--- config.mk ---
export PLATFORM = sky130hd
export DESIGN_NAME = mul_share_arb_flat
export DESIGN_NICKNAME = d
export VERILOG_FILES = /design/src/rtl/mul_share_arb_if.sv /design/src/rtl/mul_share_arb.sv /design/src/flat_wrapper.sv
export SDC_FILE = /design/constraint.sdc
export NUM_CORES = 1
export LEC_CHECK = 0
export BUFFER_PORTS_ARGS = -buffer_cell sky130_fd_sc_hd__buf_4
export CAP_MARGIN = 20
export CORE_MARGIN = 2
export CORE_UTILIZATION = 40
export CTS_CLUSTER_SIZE = 30
export DETAILED_ROUTE_END_ITERATION = 8
export GPL_ROUTABILITY_DRIVEN = 0
export GPL_TIMING_DRIVEN = 0
export PLACE_DENSITY = 0.78
export SETUP_SLACK_MARGIN = 0.02
export SLEW_MARGIN = 25
export SYNTH_ARGS = -nofsm -noshare
export SYNTH_HDL_FRONTEND = slang
export SYNTH_SLANG_ARGS = --single-unit
--- constraint.sdc ---
create_clock -name clk -period 2.6 [get_ports clk]
set_input_delay 0.26 -clock clk [delete_from_list [all_inputs] [get_ports clk]]
set_output_delay 0.26 -clock clk [all_outputs]
set_load 0.005 [all_outputs]
--- src/rtl/mul_share_arb_if.sv ---
// mul_share_arb_if
// Bundles the requester side and the shared-multiplier side of mul_share_arb.
//   req_valid/req_ready   per-requester handshake (req_ready is one-hot)
//   req_a/req_b           packed signed operands, requester i at [i*WIDTH +: WIDTH]
//   rsp_valid             one-hot response pulse
//   rsp_result/rsp_err    product and timeout flag, valid with rsp_valid
//   mul_start/mul_a/mul_b start pulse and held operands to the multiplier
//   mul_result/mul_done   product and one-cycle done pulse from the multiplier
//   mul_busy              multiplier busy
// Modport slave is the arbiter's view. Modport master is the view of the
// surrounding requesters and multiplier.
interface mul_share_arb_if #(
    parameter int WIDTH = 16,
    parameter int NREQ  = 4
);
    logic [NREQ-1:0]       req_valid;
    logic [NREQ-1:0]       req_ready;
    logic [NREQ*WIDTH-1:0] req_a;
    logic [NREQ*WIDTH-1:0] req_b;
    logic [NREQ-1:0]       rsp_valid;
    logic [2*WIDTH-1:0]    rsp_result;
    logic                  rsp_err;
    logic                  mul_start;
    logic [WIDTH-1:0]      mul_a;
    logic [WIDTH-1:0]      mul_b;
    logic [2*WIDTH-1:0]    mul_result;
    logic                  mul_done;
    logic                  mul_busy;

    modport slave (
        input  req_valid, req_a, req_b, mul_result, mul_done, mul_busy,
        output req_ready, rsp_valid, rsp_result, rsp_err, mul_start, mul_a, mul_b
    );

    modport master (
        output req_valid, req_a, req_b, mul_result, mul_done, mul_busy,
        input  req_ready, rsp_valid, rsp_result, rsp_err, mul_start, mul_a, mul_b
    );
endinterface

--- src/rtl/mul_share_arb.sv ---
// mul_share_arb
// Round-robin arbiter and sequencer that shares one iterative signed
// multiplier among NREQ requesters, with a watchdog on the multiplier's done.
//   clk    clock
//   rst_n  asynchronous active-low reset (shared with the multiplier)
//   bus    mul_share_arb_if.slave: requester handshake/operands, one-hot
//          responses, and the start/operand/done/busy multiplier link
//
// state  | meaning
// IDLE   | arbitrate; grant one requester when the multiplier is not busy
// START  | mul_start high for one cycle, watchdog cleared
// WAIT   | wait for mul_done, or give up after TIMEOUT cycles
// RESP   | one-hot rsp_valid pulse to the granted requester
module mul_share_arb #(
    parameter int WIDTH   = 16,
    parameter int NREQ    = 4,
    parameter int TIMEOUT = 64
) (
    input  logic             clk,
    input  logic             rst_n,
    mul_share_arb_if.slave   bus
);
    localparam int GW = (NREQ > 1) ? $clog2(NREQ) : 1;
    localparam int CW = (TIMEOUT > 1) ? $clog2(TIMEOUT) : 1;

    typedef enum logic [1:0] {
        ST_IDLE,
        ST_START,
        ST_WAIT,
        ST_RESP
    } state_t;

    state_t               state_q, state_d;
    logic [GW-1:0]        last_grant_q, last_grant_d;
    logic [GW-1:0]        gnt_id_q, gnt_id_d;
    logic [WIDTH-1:0]     op_a_q, op_a_d;
    logic [WIDTH-1:0]     op_b_q, op_b_d;
    logic [CW-1:0]        wait_cnt_q, wait_cnt_d;
    logic [2*WIDTH-1:0]   rsp_result_q, rsp_result_d;
    logic                 rsp_err_q, rsp_err_d;
    logic [NREQ-1:0]      rsp_valid_q, rsp_valid_d;
    logic                 mul_start_q, mul_start_d;
    logic [NREQ-1:0]      req_ready;

    logic                 grant_found;
    logic [GW-1:0]        grant_idx;
    logic [GW-1:0]        scan_idx;

    // Rotating-priority search starting just after the last served requester.
    always_comb begin
        grant_found = 1'b0;
        grant_idx   = '0;
        scan_idx    = '0;
        for (int k = 1; k <= NREQ; k++) begin
            scan_idx = GW'((int'(last_grant_q) + k) % NREQ);
            if (!grant_found && bus.req_valid[scan_idx]) begin
                grant_found = 1'b1;
                grant_idx   = scan_idx;
            end
        end
    end

    always_ff @(posedge clk or negedge rst_n) begin
        if (!rst_n) begin
            state_q <= ST_IDLE;
        end else begin
            state_q <= state_d;
        end
    end

    always_comb begin
        state_d      = state_q;
        last_grant_d = last_grant_q;
        gnt_id_d     = gnt_id_q;
        op_a_d       = op_a_q;
        op_b_d       = op_b_q;
        wait_cnt_d   = wait_cnt_q;
        rsp_result_d = rsp_result_q;
        rsp_err_d    = rsp_err_q;
        rsp_valid_d  = '0;
        mul_start_d  = 1'b0;
        req_ready    = '0;

        case (state_q)
            ST_IDLE: begin
                if (grant_found && !bus.mul_busy) begin
                    req_ready[grant_idx] = 1'b1;
                    op_a_d      = bus.req_a[grant_idx*WIDTH +: WIDTH];
                    op_b_d      = bus.req_b[grant_idx*WIDTH +: WIDTH];
                    gnt_id_d    = grant_idx;
                    mul_start_d = 1'b1;
                    state_d     = ST_START;
                end
            end
            ST_START: begin
                wait_cnt_d = '0;
                state_d    = ST_WAIT;
            end
            ST_WAIT: begin
                // done is checked first so it wins over a coincident timeout
                if (bus.mul_done) begin
                    rsp_result_d          = bus.mul_result;
                    rsp_err_d             = 1'b0;
                    rsp_valid_d[gnt_id_q] = 1'b1;
                    state_d               = ST_RESP;
                end else if (wait_cnt_q == CW'(TIMEOUT - 1)) begin
                    rsp_result_d          = '0;
                    rsp_err_d             = 1'b1;
                    rsp_valid_d[gnt_id_q] = 1'b1;
                    state_d               = ST_RESP;
                end else begin
                    wait_cnt_d = wait_cnt_q + 1'b1;
                end
            end
            ST_RESP: begin
                last_grant_d = gnt_id_q;
                state_d      = ST_IDLE;
            end
            default: state_d = ST_IDLE;
        endcase
    end

    always_ff @(posedge clk or negedge rst_n) begin
        if (!rst_n) begin
            last_grant_q <= GW'(NREQ - 1);
            gnt_id_q     <= '0;
            op_a_q       <= '0;
            op_b_q       <= '0;
            wait_cnt_q   <= '0;
            rsp_result_q <= '0;
            rsp_err_q    <= 1'b0;
            rsp_valid_q  <= '0;
            mul_start_q  <= 1'b0;
        end else begin
            last_grant_q <= last_grant_d;
            gnt_id_q     <= gnt_id_d;
            op_a_q       <= op_a_d;
            op_b_q       <= op_b_d;
            wait_cnt_q   <= wait_cnt_d;
            rsp_result_q <= rsp_result_d;
            rsp_err_q    <= rsp_err_d;
            rsp_valid_q  <= rsp_valid_d;
            mul_start_q  <= mul_start_d;
        end
    end

    // Operands are driven from the grant-time copy in every state: the
    // multiplier derives its result sign from these live inputs.
    assign bus.req_ready  = req_ready;
    assign bus.rsp_valid  = rsp_valid_q;
    assign bus.rsp_result = rsp_result_q;
    assign bus.rsp_err    = rsp_err_q;
    assign bus.mul_start  = mul_start_q;
    assign bus.mul_a      = op_a_q;
    assign bus.mul_b      = op_b_q;

endmodule

--- src/flat_wrapper.sv ---
// flat-port wrapper written by rule: the top's interface ports become plain ports
module mul_share_arb_flat 
#(
    parameter int WIDTH   = 16,
    parameter int NREQ    = 4,
    parameter int TIMEOUT = 64
)
  (clk, rst_n, bus_req_valid, bus_req_a, bus_req_b, bus_mul_result, bus_mul_done, bus_mul_busy, bus_req_ready, bus_rsp_valid, bus_rsp_result, bus_rsp_err, bus_mul_start, bus_mul_a, bus_mul_b);
  mul_share_arb_if #(.WIDTH(WIDTH), .NREQ(NREQ)) bus_i ();
  input  logic clk;
  input  logic rst_n;
  input wire logic [$bits(bus_i.req_valid)-1:0] bus_req_valid;
  input wire logic [$bits(bus_i.req_a)-1:0] bus_req_a;
  input wire logic [$bits(bus_i.req_b)-1:0] bus_req_b;
  input wire logic [$bits(bus_i.mul_result)-1:0] bus_mul_result;
  input wire logic [$bits(bus_i.mul_done)-1:0] bus_mul_done;
  input wire logic [$bits(bus_i.mul_busy)-1:0] bus_mul_busy;
  output wire logic [$bits(bus_i.req_ready)-1:0] bus_req_ready;
  output wire logic [$bits(bus_i.rsp_valid)-1:0] bus_rsp_valid;
  output wire logic [$bits(bus_i.rsp_result)-1:0] bus_rsp_result;
  output wire logic [$bits(bus_i.rsp_err)-1:0] bus_rsp_err;
  output wire logic [$bits(bus_i.mul_start)-1:0] bus_mul_start;
  output wire logic [$bits(bus_i.mul_a)-1:0] bus_mul_a;
  output wire logic [$bits(bus_i.mul_b)-1:0] bus_mul_b;
  assign bus_i.req_valid = bus_req_valid;
  assign bus_i.req_a = bus_req_a;
  assign bus_i.req_b = bus_req_b;
  assign bus_i.mul_result = bus_mul_result;
  assign bus_i.mul_done = bus_mul_done;
  assign bus_i.mul_busy = bus_mul_busy;
  assign bus_req_ready = bus_i.req_ready;
  assign bus_rsp_valid = bus_i.rsp_valid;
  assign bus_rsp_result = bus_i.rsp_result;
  assign bus_rsp_err = bus_i.rsp_err;
  assign bus_mul_start = bus_i.mul_start;
  assign bus_mul_a = bus_i.mul_a;
  assign bus_mul_b = bus_i.mul_b;
  mul_share_arb #(.WIDTH(WIDTH), .NREQ(NREQ), .TIMEOUT(TIMEOUT)) u_core (.clk(clk), .rst_n(rst_n), .bus(bus_i));
endmodule
---- After elaboration in Yosys (flattened, before gate mapping) ----
Index checks and enable logic that the tools add are counted.
operators by class
  add/sub/neg operators ................... 5
  multipliers ............................. 0
  divide/modulo/power cells ............... 0
  magnitude comparators ................... 8
  equal/unequal tests ..................... 8
  shift operators ......................... 2
  muxes and demuxes ....................... 38
  bitwise operators ....................... 0
  reductions and logical operators ........ 17
operator list
  operator                                                           number
  variable part select 64 x 7 -> 16 bit                              2
  two-way mux 32 bit                                                 2
  two-way mux 4 bit                                                  5
  less-than comparator 2 x 3 -> 1 bit, second input constant         6
  two-way mux 1 bit                                                  14
  two-way mux 2 bit                                                  7
  two-way mux 6 bit                                                  2
  case mux 6 bit (2 select lines)                                    1
  binary-select mux 1 bit (select 2 bit)                             4
  case mux 2 bit (4 select lines)                                    1
  adder 6 x 1 -> 6 bit, second input constant                        1
  == test 6 bit, second input constant                               1
  logical AND 1 bit                                                  6
  AND reduction 2 bit                                                3
  adder 2 x 1 -> 2 bit, second input constant                        2
  adder 2 bit, second input constant                                 2
  demux 1 bit (select 2 bit)                                         2
  == test 2 bit, second input constant                               2
  greater-or-equal comparator 2 x 1 -> 1 bit, second input constant  2
  logical NOT 1 bit                                                  4
  != test 2 bit, second input constant                               2
  nonzero test 2 bit                                                 2
  != test 3 x 2 -> 1 bit, second input constant                      1
  AND reduction 3 bit                                                1
  3 further kinds                                                    3
word-level totals
  register bits after elaboration ......... 82
  latch bits .............................. 0
  bits in writable memories ............... 0
  memory bits (read-only) ................. 0
  input port bits ......................... 168
  output and inout port bits .............. 74
  word-level logic and storage cells ...... 88
  memories ................................ 0

---- Depth between registers and ports, before layout ----
Gate-level depths: netlist (run 1).
  word-level depth ........................ 19
  depth in mapped cells ................... 8

---- Worst setup path after synthesis (run 1) ----
No wires, ideal clock.
  path type ............................... register to register
  from .................................... register u_core.wait_cnt_q[0]
  to ...................................... register u_core.state_q[1]
  library setup time ...................... 0.125 ns
  arrival time ............................ 1.771 ns
  required time ........................... 2.475 ns
  setup slack ............................. 0.704 ns
  cell stages (with the launch flop) ...... 7
  period minus slack after synthesis ...... 1.896 ns
  path through ............................ dfrtp_1 > ha_1 > and3_1 > a31oi_1 > nand2_1 > nand2_1 > mux2_2
between the ends
  longest elaborated chain between the ends .. 3
ends and longest elaborated chain
  what                              line                  source
  start: declaration                mul_share_arb.sv:38   logic [CW-1:0] wait_cnt_q, wait_cnt_d;
  start signal: assignment          mul_share_arb.sv:139  wait_cnt_q <= wait_cnt_d;
  == test 6 bit                     mul_share_arb.sv:106  end else if (wait_cnt_q == CW'(TIMEOUT - 1)) begin
  != test 3 x 2 -> 1 bit (no line)  -
  AND reduction 2 bit (no line)     -
  end signal: assignment            mul_share_arb.sv:67   state_q <= state_d;
  end: declaration                  mul_share_arb.sv:33   state_t state_q, state_d;
No other way between the ends.
A chain may end at the register's enable or synchronous reset.

---- Worst setup path in the final report (run 1) ----
  from .................................... register u_core.last_grant_q[1]
  to ...................................... output port bus_req_ready[2]
between the ends
  longest elaborated chain between the ends .. 19
  elaborated cells between the ends (all ways) .. 34
  classes of those cells .................. 4 x add/sub; 2 x order compare; 20 x mux; 8 x reduce/logical
ends and longest elaborated chain
  what                                                                                                                     line                  source
  start: declaration                                                                                                       mul_share_arb.sv:34   logic [GW-1:0] last_grant_q, last_grant_d;
  start signal: assignment                                                                                                 mul_share_arb.sv:125  last_grant_q <= GW'(NREQ - 1);
  start signal: assignment                                                                                                 mul_share_arb.sv:135  last_grant_q <= last_grant_d;
  adder 2 x 1 -> 2 bit                                                                                                     mul_share_arb.sv:55   scan_idx = GW'((int'(last_grant_q) + k) % NREQ);
  binary-select mux 1 bit (select 2 bit)                                                                                   mul_share_arb.sv:56   if (!grant_found && bus.req_valid[scan_idx]) begin
  two-way mux 1 bit (not written as such)                                                                                  mul_share_arb.sv:56
  two-way mux 1 bit                                                                                                        mul_share_arb.sv:56
  logical NOT 1 bit                                                                                                        mul_share_arb.sv:56
  logical AND 1 bit                                                                                                        mul_share_arb.sv:56
  two-way mux 1 bit                                                                                                        mul_share_arb.sv:56
  logical NOT 1 bit                                                                                                        mul_share_arb.sv:56
  [... 3 more ...]                                                                                                         -
  logical AND 1 bit                                                                                                        mul_share_arb.sv:56
  two-way mux 2 bit                                                                                                        mul_share_arb.sv:56
  less-than comparator 2 x 3 -> 1 bit (not written as such) or greater-or-equal comparator 2 x 1 -> 1 bit (tied branches)  mul_share_arb.sv:87   req_ready[grant_idx] = 1'b1;
  logical AND 1 bit (not written as such)                                                                                  mul_share_arb.sv:87
  two-way mux 1 bit (not written as such)                                                                                  mul_share_arb.sv:87
  demux 1 bit (select 2 bit)                                                                                               -
  two-way mux 4 bit (*)                                                                                                    mul_share_arb.sv:86   if (grant_found && !bus.mul_busy) begin
  two-way mux 4 bit (*)                                                                                                    mul_share_arb.sv:84   case (state_q)
  end: declaration                                                                                                         flat_wrapper.sv:18    output wire logic [$bits(bus_i.req_ready)-1:0] bus_req_ready;
Mark *: on every way between the ends. The rest lies on a longest branch, timed or not. The select of a mux whose other input is x is not followed.

==> impl_metrics.prom, run 1 <==
# TYPE chip_impl_metric gauge
chip_impl_info{name="outcome",value="completed"} 1
chip_impl_metric{name="insertion_delay",unit="ns"} 0.35
chip_impl_metric{name="slew_headroom",unit="%"} 49.6
chip_impl_metric{name="ys_ff_latch",unit=""} 82
chip_impl_metric{name="drv_cap",unit=""} 0
chip_impl_metric{name="num-fill-cells",unit=""} 882
chip_impl_metric{name="die_height",unit="um"} 107
chip_impl_metric{name="ioPinCount",unit=""} 242
chip_impl_metric{name="total_number_of_vias",unit=""} 4132
chip_impl_metric{name="wire_length_of_the_first_global_routing_pass",unit="um"} 21300
chip_impl_metric{name="port_buffers",unit=""} 241
chip_impl_metric{name="num_rows",unit=""} 37
chip_impl_metric{name="power",unit="mW"} 6.08
chip_impl_metric{name="ir_worst_vdd",unit="V"} 0.000431
chip_impl_metric{name="fraction_of_final_layout_cells_sized_beyond_drive_strength_1",unit="%"} 48.9
chip_impl_metric{name="setup_violation_total_in_the_final_timing_report",unit=""} 0
chip_impl_info{name="crit-reg2reg-launch",value="u_core.wait_cnt_q[0]"} 1
chip_impl_info{name="unrepaired_setup_endpoints_after_global_routing",value="no"} 1
chip_impl_metric{name="final_antenna_diode_count",unit=""} 0
chip_impl_metric{name="multi_input_area",unit="um2"} 2070
chip_impl_metric{name="ff_latch_area",unit="um2"} 2050
chip_impl_metric{name="fp.dieArea",unit="um2"} 11500
chip_impl_metric{name="power-per-cell-area",unit="nW/um2"} 937
chip_impl_metric{name="timing.final.hold_violations",unit=""} 0
chip_impl_metric{name="route.detailed.wl_per_inst",unit="um"} 18.0
chip_impl_metric{name="floorplan.core_area",unit="um2"} 10400
chip_impl_metric{name="cts.sinks",unit=""} 82
chip_impl_metric{name="die_width",unit="um"} 107
chip_impl_metric{name="finalCritPeriodShare",unit="%"} 95.8
chip_impl_metric{name="hold_path_depth",unit=""} 2
chip_impl_metric{name="route.detailed.drc",unit=""} 0
chip_impl_metric{name="worstRegToRegCells",unit=""} 6
chip_impl_metric{name="final_nets",unit=""} 808
chip_impl_metric{name="largest_net_degree_at_the_start_of_global_routing",unit=""} 83
chip_impl_info{name="worstSetupStartpoint",value="u_core.last_grant_q[1]"} 1
chip_impl_metric{name="maxClockFrequency",unit="MHz"} 402
chip_impl_info{name="ctsRootBufferMaster",value="clkbuf_8"} 1
chip_impl_info{name="hp-start",value="bus_mul_result[2]"} 1
chip_impl_info{name="postSynth.topFlopCell",value="dfrtp_1"} 1
chip_impl_info{name="hold_path.class",value="in -> reg"} 1
chip_impl_metric{name="critPathMaxFanout",unit=""} 10
chip_impl_info{name="setup.worst_path.start_class",value="flip-flop"} 1
chip_impl_info{name="cts_tree",value="yes"} 1
chip_impl_info{name="synthTopCellsByCount",value="80 x dfrtp_1, 42 x a211oi_1, 38 x nor2_1"} 1
chip_impl_metric{name="path_clk_slew",unit="ns"} 0.09
chip_impl_metric{name="detail_route.iter0.violations",unit=""} 195
chip_impl_metric{name="yosysTopAreaCellShare",unit="%"} 46.8
chip_impl_metric{name="total_neg_setup_slack",unit="ns"} 0
chip_impl_metric{name="instances_no_fill",unit=""} 776
chip_impl_info{name="synth_largest_area_cell",value="dfrtp_1"} 1
chip_impl_metric{name="synth_fp_nets",unit=""} 554
chip_impl_metric{name="cts_buffer_depth",unit=""} 2
chip_impl_metric{name="async_flop_share",unit="%"} 100
chip_impl_metric{name="drt_first_pass_iters",unit=""} 4
chip_impl_metric{name="drt_wl_total",unit="um"} 13900
chip_impl_metric{name="area_delta_synth_final",unit="%"} 51.5
chip_impl_metric{name="post_synth_inst_count",unit=""} 381
chip_impl_metric{name="number_of_antenna_violations_at_the_first_check_in_global_routing",unit=""} 0
chip_impl_metric{name="dpl.cell_count",unit=""} 758
chip_impl_metric{name="initial_cell_density_of_the_core",unit="%"} 41.3
chip_impl_metric{name="globalRoute.totalOverflow",unit=""} 0
chip_impl_metric{name="final.setup_skew",unit="ns"} 0.00785
chip_impl_metric{name="htree_levels",unit=""} 3
chip_impl_metric{name="number_of_buffers_created_by_cts",unit=""} 9
chip_impl_metric{name="slew_viol_final",unit=""} 0
chip_impl_metric{name="synth_edf_count",unit=""} 0
chip_impl_info{name="critical_path_class",value="reg -> out"} 1
chip_impl_metric{name="pin_slew_with_the_least_headroom_to_its_limit",unit="ns"} 0.756
chip_impl_info{name="top_count_cell_post_synth",value="dfrtp_1"} 1
chip_impl_metric{name="synth.lib_cells_used.distinct",unit=""} 45
chip_impl_metric{name="worst-endpoint-required",unit="ns"} 2.34
chip_impl_metric{name="post_drt_via_cell_ratio",unit=""} 5.32
chip_impl_info{name="post_synth_main_area_contributors",value="dfrtp_1 47%, mux2i_1 7.7%, a211oi_1 7.4%, a22o_1 6.5%, a211oi_2 6.1%"} 1
chip_impl_metric{name="synth-seq-area-share",unit="%"} 48.0
chip_impl_metric{name="static-leakage-power",unit="nW"} 3.04
chip_impl_metric{name="grt_use_total",unit="%"} 23.4
chip_impl_metric{name="synth_area",unit="um2"} 4280
chip_impl_metric{name="syn-mean-instance-area",unit="um2"} 11.2
chip_impl_metric{name="place.detailed.hpwl",unit="um"} 10700
chip_impl_metric{name="post-route-min-period",unit="ns"} 2.49
chip_impl_metric{name="cp.arrival",unit="ns"} 2.23
chip_impl_info{name="crit_path_end_kind",value="output pin"} 1
chip_impl_metric{name="ys.warnings.count",unit=""} 0
chip_impl_metric{name="first_global_vias",unit=""} 4078
chip_impl_metric{name="route.antenna.remaining_nets",unit=""} 0
==> cell usage in the layout, fill, tap and decap left out, types with 2 or more instances in the layout <==
cell type / count
buf_4: 245
dfrtp_1: 80
a211oi_1: 42
nor2_1: 38
nor3b_1: 35
a22o_1: 32
mux2i_1: 32
a211oi_2: 21
clkbuf_1: 14
buf_2: 13
clkbuf_8: 9
nand2_1: 6
ha_1: 5
inv_1: 4
nand2b_1: 4
a21oi_1: 4
o21ai_0: 4
nand3_1: 4
a21o_1: 3
clkinvlp_4: 3
inv_6: 3
and3_1: 2
nor3_1: 2
o311ai_1: 2
o41ai_1: 2
mux2_2: 2
dfstp_2: 2
==> power breakdown <==
group          internal (mW)  switching [mW]
combinational           1.58            1.41
sequential              1.85           0.365
clock                  0.363           0.514
==> worst paths after layout <==
kind | end | slack (ns)
setup / recovery | bus_req_ready[2] | 0.11
hold / removal | u_core.bus.rsp_result[2] | 0.11
setup reg to reg | u_core.state_q[1] | 0.41
max in group asynchronous | u_core.bus.mul_a[0] | 1.56
hold reg to reg | u_core.wait_cnt_q[3] | 0.51
min in group asynchronous | u_core.bus.rsp_result[14] | 0.49
==> flip-flops by register name, summed over array words and instances (netlist names) <==
signal                 flops
u_core.bus.rsp_result     32
u_core.bus.mul_b          16
u_core.bus.rsp_err         1
u_core.gnt_id_q            2
u_core.state_q             2
u_core.bus.rsp_valid       4
u_core.last_grant_q        2
u_core.bus.mul_start       1
u_core.wait_cnt_q          6
u_core.bus.mul_a          16
==> critical path: stages, from the launching register on <==
cell and delay [ns]:
dfstp_2 0.58, mux2i_2 0.26, o22ai_4 0.13, or2_1 0.22, buf_4 0.16, buf_2 0.19
nor3_2 0.19, buf_4 0.13
==> kinds of logic after synthesis <==
group                    synth area share [%]
flip-flops                               48.0
adder cells (fa/ha/maj)                  1.46
multiplexers                             8.24
buffers and inverters                    4.00
XOR/XNOR                                0.205
AND/OR/NAND/NOR                          13.7
AO/OA/AOI/OAI                            24.4
==> through the flow <==
| step | hold slack (ns) | setup WS (ns) | util [%] | instance area, um2 |
|---|---|---|---|---|
| detailed placement | 0.482 | 0.448 | 60.4 | 6260 |
| finish | 0.112 | 0.110 | 62.5 | 6480 |
| floorplan | -0.0356 | 0.704 | - | 4280 |
| global placement | 0.478 | 0.469 | 60.4 | 6260 |
| CTS | 0.101 | 0.0453 | 62.2 | 6440 |
| global route | 0.104 | 0.0220 | 62.5 | 6480 |
==> area by class of cell <==
| cell class | count | share of cell area [%] |
|---|---|---|
| Clock inverter | 7 | 0.926 |
| Multi-Input combinational cell | 262 | 32.0 |
| Tap cell | 136 | 2.62 |
| Inverter | 5 | 0.289 |
| Timing Repair Buffer | 243 | 28.2 |
| Buffer | 32 | 2.39 |
| Sequential cell | 82 | 31.7 |
| Clock buffer | 9 | 1.91 |
==> routing by layer <==
metal / vias up / share of wire (%) / track usage (%)
met5: - / 0 / 0
met3: 20 / 5.6 / 2.97
met1: 2025 / 40 / 30.1
li1: 1956 / - / -
met4: 0 / 1.7 / 7.33
met2: 131 / 52 / 41.1
==> what timing repair did <==
| item | CTS | global route |
|---|---|---|
| endpoints found under the setup margin | 0 | 3 |
| setup buffers | 0 | 1 |
| resized for setup | 0 | 4 |
| endpoints found under the hold margin | 0 | 2 |
| hold buffers | 0 | 1 |
(Power assumes the default switching activity.)
==> run 2: changes to the inputs <==
--- a/config.mk
+++ b/config.mk
@@ -13,9 +13,10 @@
 export DETAILED_ROUTE_END_ITERATION = 8
 export GPL_ROUTABILITY_DRIVEN = 0
 export GPL_TIMING_DRIVEN = 0
-export PLACE_DENSITY = 0.78
+export PLACE_DENSITY = 0.77
 export SETUP_SLACK_MARGIN = 0.02
 export SLEW_MARGIN = 25
 export SYNTH_ARGS = -nofsm -noshare
 export SYNTH_HDL_FRONTEND = slang
 export SYNTH_SLANG_ARGS = --single-unit
+export TNS_END_PERCENT = 20
==> impl_metrics.prom, run 2 (synthesis gave the netlist of run 1 again) <==
# TYPE chip_impl_metric gauge
chip_impl_info{name="critical_path.reg2reg.endpoint",value="u_core.state_q[1]"} 1
chip_impl_metric{name="die_height",unit="um"} 107
chip_impl_metric{name="route.detailed.wl_per_inst",unit="um"} 17.9
chip_impl_metric{name="cp.arrival",unit="ns"} 2.20
chip_impl_metric{name="globalRoute.totalOverflow",unit=""} 0
chip_impl_metric{name="final_antenna_diode_count",unit=""} 0
chip_impl_info{name="unrepaired_setup_endpoints_after_global_routing",value="yes"} 1
chip_impl_info{name="critical_path_class",value="reg -> out"} 1
chip_impl_metric{name="power-per-cell-area",unit="nW/um2"} 935
chip_impl_metric{name="route.detailed.drc",unit=""} 0
chip_impl_metric{name="slew_headroom",unit="%"} 49.9
chip_impl_metric{name="grt_use_total",unit="%"} 23.5
chip_impl_metric{name="final_nets",unit=""} 808
chip_impl_metric{name="largest_net_degree_at_the_start_of_global_routing",unit=""} 83
chip_impl_metric{name="area_delta_synth_final",unit="%"} 51.1
chip_impl_info{name="crit_path_end_kind",value="output pin"} 1
chip_impl_info{name="setup.worst_path.end",value="bus_req_ready[3]"} 1
chip_impl_metric{name="preCtsSetupSlack",unit="ns"} 0.445
chip_impl_metric{name="cts.sinks",unit=""} 82
chip_impl_metric{name="detail_route.iter0.violations",unit=""} 205
chip_impl_metric{name="setup_violation_total_in_the_final_timing_report",unit=""} 0
chip_impl_metric{name="slew_viol_final",unit=""} 0
chip_impl_metric{name="worstRegToRegCells",unit=""} 6
chip_impl_metric{name="power",unit="mW"} 6.05
chip_impl_metric{name="number_of_antenna_violations_at_the_first_check_in_global_routing",unit=""} 0
chip_impl_metric{name="post_drt_via_cell_ratio",unit=""} 5.41
chip_impl_metric{name="route.antenna.remaining_nets",unit=""} 0
chip_impl_metric{name="instances_no_fill",unit=""} 775
chip_impl_metric{name="worst-endpoint-required",unit="ns"} 2.34
chip_impl_metric{name="num_rows",unit=""} 37
chip_impl_metric{name="dpl.cell_count",unit=""} 758
chip_impl_info{name="cts_tree",value="yes"} 1
chip_impl_metric{name="ioPinCount",unit=""} 242
chip_impl_metric{name="timing.final.hold_violations",unit=""} 0
chip_impl_metric{name="floorplan.core_area",unit="um2"} 10400
chip_impl_metric{name="largest_register_ffs",unit=""} 32
chip_impl_info{name="hold_path.class",value="in -> reg"} 1
chip_impl_metric{name="static-leakage-power",unit="nW"} 3.04
chip_impl_info{name="ctsRootBufferMaster",value="clkbuf_8"} 1
chip_impl_metric{name="port_buffers",unit=""} 241
chip_impl_metric{name="finalCritPeriodShare",unit="%"} 94.6
chip_impl_info{name="setup.worst_path.start_class",value="flip-flop"} 1
chip_impl_metric{name="initial_cell_density_of_the_core",unit="%"} 41.3
chip_impl_metric{name="cts_buffer_depth",unit=""} 2
chip_impl_metric{name="total_number_of_vias",unit=""} 4192
chip_impl_info{name="outcome",value="completed"} 1
chip_impl_metric{name="drt_wl_total",unit="um"} 13900
chip_impl_metric{name="maxClockFrequency",unit="MHz"} 406
chip_impl_metric{name="wire_length_of_the_first_global_routing_pass",unit="um"} 21400
chip_impl_metric{name="critPathMaxFanout",unit=""} 10
chip_impl_info{name="most-common-layout-cells",value="246 x buf_4, 80 x dfrtp_1, 42 x a211oi_1, 38 x nor2_1, 35 x nor3b_1"} 1
chip_impl_metric{name="final.setup.worst_slack",unit="ns"} 0.139
chip_impl_metric{name="die_width",unit="um"} 107
chip_impl_metric{name="drt_first_pass_iters",unit=""} 4
chip_impl_info{name="worstSetupStartpoint",value="u_core.last_grant_q[1]"} 1
chip_impl_metric{name="insertion_delay",unit="ns"} 0.35
chip_impl_metric{name="htree_levels",unit=""} 3
chip_impl_metric{name="ir_worst_vdd",unit="V"} 0.000411
chip_impl_metric{name="number_of_buffers_created_by_cts",unit=""} 9
chip_impl_metric{name="fp.dieArea",unit="um2"} 11500
chip_impl_metric{name="register_to_register_setup_slack",unit="ns"} 0.38
chip_impl_metric{name="pin_slew_with_the_least_headroom_to_its_limit",unit="ns"} 0.752
chip_impl_metric{name="place.detailed.hpwl",unit="um"} 10900
chip_impl_metric{name="drv_cap",unit=""} 0
chip_impl_info{name="final_common_cell",value="buf_4"} 1
chip_impl_metric{name="path_clk_slew",unit="ns"} 0.09
chip_impl_info{name="crit-reg2reg-launch",value="u_core.wait_cnt_q[0]"} 1
chip_impl_metric{name="holdWs",unit="ns"} 0.121
chip_impl_metric{name="first_global_vias",unit=""} 4275
chip_impl_metric{name="post-route-min-period",unit="ns"} 2.46
chip_impl_metric{name="total_neg_setup_slack",unit="ns"} 0
chip_impl_metric{name="final.setup_skew",unit="ns"} 0.00840
chip_impl_metric{name="fraction_of_final_layout_cells_sized_beyond_drive_strength_1",unit="%"} 48.7
==> run 2: cell count changes in the layout (fill, tap and decap cells not counted), sizes merged <==
cell and change:
clkinvlp -1, buf +1, clkbuf +1, inv -4, clkinv +2
==> run 2: stage by stage <==
step / utilization (%) / area (um2)
3_3_place_gp: 60.4 / 6260
2_1_floorplan: - / 4280
3_5_place_dp: 60.4 / 6260
4_1_cts: 62.0 / 6430
5_1_grt: 62.4 / 6470
6_report: 62.4 / 6470
==> run 2: critical path: stages, from the launching register on <==
cell     delay, ns
dfstp_2       0.58
mux2i_2       0.26
o22ai_4       0.13
nor2_4        0.27
buf_2         0.36
nor3_1        0.11
buf_4         0.15
==> run 2: how the worst min path moves through the flow <==
stage                  startpoint                         to  slack (ns)  depth (start not counted)
2_1_floorplan               rst_n        u_core.bus.mul_a[0]       -0.04                          0
3_3_place_gp    bus_mul_result[7]   u_core.bus.rsp_result[7]        0.48                          2
3_5_place_dp    bus_mul_result[8]   u_core.bus.rsp_result[8]        0.48                          2
4_1_cts         bus_mul_result[8]   u_core.bus.rsp_result[8]        0.10                          2
5_1_grt        bus_mul_result[25]  u_core.bus.rsp_result[25]        0.11                          2
6_report        bus_mul_result[8]   u_core.bus.rsp_result[8]        0.12                          2
==> run 2: area by class of cell <==
type                            instances  area (um2)
Sequential cell                        82        2050
Clock inverter                          4        28.8
Timing Repair Buffer                  244        1840
Fill cell                             898        3900
Clock buffer                           11         141
Multi-Input combinational cell        262        2070
Inverter                                5        18.8
Tap cell                              136         170
Buffer                                 31         148
==> run 2: metal layers <==
layer  routed length, um  part of all wire, %  global-route usage (%)
met1                5440                   39                    29.2
met2                7150                   52                    40.4
met3                 783                  5.6                    3.39
met4                 491                  3.5                    11.1
met5                   0                    0                       0
==> run 2: what timing repair did <==
action	CTS	global route
endpoints found under the setup margin	0	2
endpoints found under the hold margin	0	13
hold buffers	0	1
gates resized for setup	0	3
buffers inserted	0	2
==> run 2: where the power goes <==
group / switching [mW] / leakage (nW) / total (mW) / internal, mW
Combinational: 1.42 / 1.97 / 3.00 / 1.58
Clock: 0.465 / 0.0814 / 0.834 / 0.369
Sequential: 0.365 / 0.985 / 2.21 / 1.85
Total: 2.25 / 3.04 / 6.05 / 3.80
==> run 3: changes to the inputs <==
--- a/config.mk
+++ b/config.mk
@@ -13,8 +13,10 @@
 export DETAILED_ROUTE_END_ITERATION = 8
 export GPL_ROUTABILITY_DRIVEN = 0
 export GPL_TIMING_DRIVEN = 0
+export HOLD_SLACK_MARGIN = 0.06
 export PLACE_DENSITY = 0.77
-export SETUP_SLACK_MARGIN = 0.02
+export SETUP_SLACK_MARGIN = 0.2
+export SKIP_CTS_REPAIR_TIMING = 1
 export SLEW_MARGIN = 25
 export SYNTH_ARGS = -nofsm -noshare
 export SYNTH_HDL_FRONTEND = slang
==> impl_metrics.prom, run 3 (synthesis gave the netlist of run 1 again) <==
# TYPE chip_impl_metric gauge
chip_impl_info{name="crit_path_end_kind",value="output pin"} 1
chip_impl_metric{name="die_height",unit="um"} 107
chip_impl_metric{name="htree_levels",unit=""} 3
chip_impl_metric{name="static-leakage-power",unit="nW"} 3.09
chip_impl_info{name="ctsRootBufferMaster",value="clkbuf_8"} 1
chip_impl_metric{name="number_of_buffers_created_by_cts",unit=""} 9
chip_impl_metric{name="ioPinCount",unit=""} 242
chip_impl_metric{name="detail_route.iter0.violations",unit=""} 185
chip_impl_metric{name="register_to_register_setup_slack",unit="ns"} 0.33
chip_impl_metric{name="num_rows",unit=""} 37
chip_impl_info{name="crit-reg2reg-launch",value="u_core.last_grant_q[1]"} 1
chip_impl_info{name="unrepaired_setup_endpoints_after_global_routing",value="yes"} 1
chip_impl_metric{name="post_drt_via_cell_ratio",unit=""} 5.42
chip_impl_metric{name="total_switching_power",unit="mW"} 2.29
chip_impl_metric{name="final.setup_skew",unit="ns"} 0.00595
chip_impl_metric{name="finalCritPeriodShare",unit="%"} 89.9
chip_impl_metric{name="post-route-min-period",unit="ns"} 2.34
chip_impl_metric{name="drt_wl_total",unit="um"} 14000
chip_impl_metric{name="drv_cap",unit=""} 0
chip_impl_info{name="setup.worst_path.start_class",value="flip-flop"} 1
chip_impl_metric{name="p_sw_share",unit="%"} 37.2
chip_impl_metric{name="fraction_of_final_layout_cells_sized_beyond_drive_strength_1",unit="%"} 49.2
chip_impl_metric{name="insertion_delay",unit="ns"} 0.35
chip_impl_metric{name="final_cell_area",unit="um2"} 6550
chip_impl_metric{name="setup_violation_total_in_the_final_timing_report",unit=""} 0
chip_impl_metric{name="ir_worst_vdd",unit="V"} 0.000411
chip_impl_metric{name="slew_viol_final",unit=""} 0
chip_impl_metric{name="first_global_vias",unit=""} 4275
chip_impl_info{name="worstSetupStartpoint",value="u_core.last_grant_q[1]"} 1
chip_impl_metric{name="largest_register_ffs",unit=""} 32
chip_impl_metric{name="final_antenna_diode_count",unit=""} 0
chip_impl_metric{name="share_seq_of_total_power",unit="%"} 36.0
chip_impl_info{name="hold_path.class",value="in -> reg"} 1
chip_impl_metric{name="largest_net_degree_at_the_start_of_global_routing",unit=""} 83
chip_impl_metric{name="final_nets",unit=""} 815
chip_impl_metric{name="route.detailed.drc",unit=""} 0
chip_impl_metric{name="wire_length_of_the_first_global_routing_pass",unit="um"} 21400
chip_impl_metric{name="drt_first_pass_iters",unit=""} 4
chip_impl_metric{name="route.antenna.remaining_nets",unit=""} 0
chip_impl_info{name="critical_path_class",value="reg -> out"} 1
chip_impl_info{name="hp-start",value="bus_mul_result[8]"} 1
chip_impl_metric{name="clock_power_share",unit="%"} 13.7
chip_impl_metric{name="ff_latch_area",unit="um2"} 2050
chip_impl_metric{name="holdWs",unit="ns"} 0.118
chip_impl_metric{name="place.detailed.hpwl",unit="um"} 10900
chip_impl_info{name="outcome",value="completed"} 1
chip_impl_metric{name="route.detailed.wl_per_inst",unit="um"} 17.9
chip_impl_metric{name="p_int",unit="mW"} 3.86
chip_impl_metric{name="cts_buffer_depth",unit=""} 2
chip_impl_metric{name="num-fill-cells",unit=""} 892
chip_impl_metric{name="postPlaceCellArea",unit="um2"} 6260
chip_impl_metric{name="grt_use_total",unit="%"} 23.5
chip_impl_metric{name="globalRoute.totalOverflow",unit=""} 0
chip_impl_info{name="final_common_cell",value="buf_4"} 1
chip_impl_metric{name="cts.sinks",unit=""} 82
chip_impl_metric{name="power-per-cell-area",unit="nW/um2"} 940
chip_impl_metric{name="multi_input_area",unit="um2"} 2090
chip_impl_metric{name="total_number_of_vias",unit=""} 4240
chip_impl_metric{name="critPathMaxFanout",unit=""} 9
chip_impl_metric{name="total_neg_setup_slack",unit="ns"} 0
chip_impl_metric{name="cp.arrival",unit="ns"} 2.08
chip_impl_metric{name="worst-endpoint-required",unit="ns"} 2.34
chip_impl_metric{name="number_of_antenna_violations_at_the_first_check_in_global_routing",unit=""} 0
chip_impl_metric{name="maxClockFrequency",unit="MHz"} 428
chip_impl_metric{name="floorplan.core_area",unit="um2"} 10400
chip_impl_metric{name="slew_headroom",unit="%"} 49.7
chip_impl_metric{name="path_clk_slew",unit="ns"} 0.09
chip_impl_metric{name="pin_slew_with_the_least_headroom_to_its_limit",unit="ns"} 0.754
chip_impl_metric{name="area_delta_synth_final",unit="%"} 53.0
chip_impl_metric{name="die_width",unit="um"} 107
chip_impl_metric{name="initial_cell_density_of_the_core",unit="%"} 41.3
chip_impl_metric{name="relative_contribution_of_combinational_cells_to_total_power",unit="%"} 50.3
chip_impl_metric{name="timing.final.hold_violations",unit=""} 0
chip_impl_metric{name="fp.dieArea",unit="um2"} 11500
chip_impl_metric{name="port_buffers",unit=""} 241
chip_impl_info{name="most-common-layout-cells",value="252 x buf_4, 80 x dfrtp_1, 42 x a211oi_1, 38 x nor2_1, 35 x nor3b_1"} 1
chip_impl_info{name="cts_tree",value="yes"} 1
run 3: path summary, 6_finish.rpt:
kind	to	cells after the start
worst min-delay path	u_core.bus.rsp_result[8]	2
worst max-delay path	bus_req_ready[0]	7
min in group asynchronous	u_core.bus.rsp_result[12]	2
worst min register to register	u_core.bus.rsp_result[25]	1
max in group asynchronous	u_core.bus.mul_a[3]	2
worst max register to register	u_core.bus.mul_a[4]	8
run 3: layout make-up:
cell class,count,share of cell area [%]
Clock inverter,4,0.439
Clock buffer,11,2.16
Buffer,32,2.58
Timing Repair Buffer,250,28.7
Inverter,5,0.286
Sequential cell,82,31.4
Tap cell,136,2.60
Multi-Input combinational cell,262,31.9
run 3: power by group through the flow:
stage / Combinational (mW) / Sequential, mW / Clock (mW)
global route: 3.35 / 2.28 / 0.910
CTS: 2.99 / 2.21 / 0.852
finish: 3.10 / 2.22 / 0.842
global placement: 2.91 / 2.19 / 0
floorplan: 1.53 / 2.21 / 0
detailed placement: 2.99 / 2.23 / 0
run 3: worst max-delay path, stage by stage (launching register included):
cell	delay [ns]
dfstp_2	0.57
mux2i_2	0.28
o22ai_4	0.14
or2_1	0.25
buf_6	0.13
buf_8	0.13
nor2_1	0.11
buf_4	0.12
run 3: per-layer routing:
layer	routed length, um	up-vias	GRT usage (%)	part of all wire [%]
met5	0	-	0	0
met3	751	34	3.39	5.4
met1	5510	2076	29.2	39
li1	-	1966	-	-
met2	7310	164	40.4	52
met4	467	0	11.1	3.3
run 3: metrics by stage:
| stage | setup WS (ns) | cells | utilization, % | power, mW |
|---|---|---|---|---|
| after floorplan | 0.704 | 381 | - | 3.74 |
| final | 0.262 | 782 | 63.2 | 6.16 |
| after global routing | 0.163 | 782 | 63.2 | 6.54 |
| after global placement | 0.468 | 758 | 60.4 | 5.10 |
| after CTS | 0.0686 | 773 | 62.0 | 6.05 |
| after detailed placement | 0.445 | 758 | 60.4 | 5.22 |
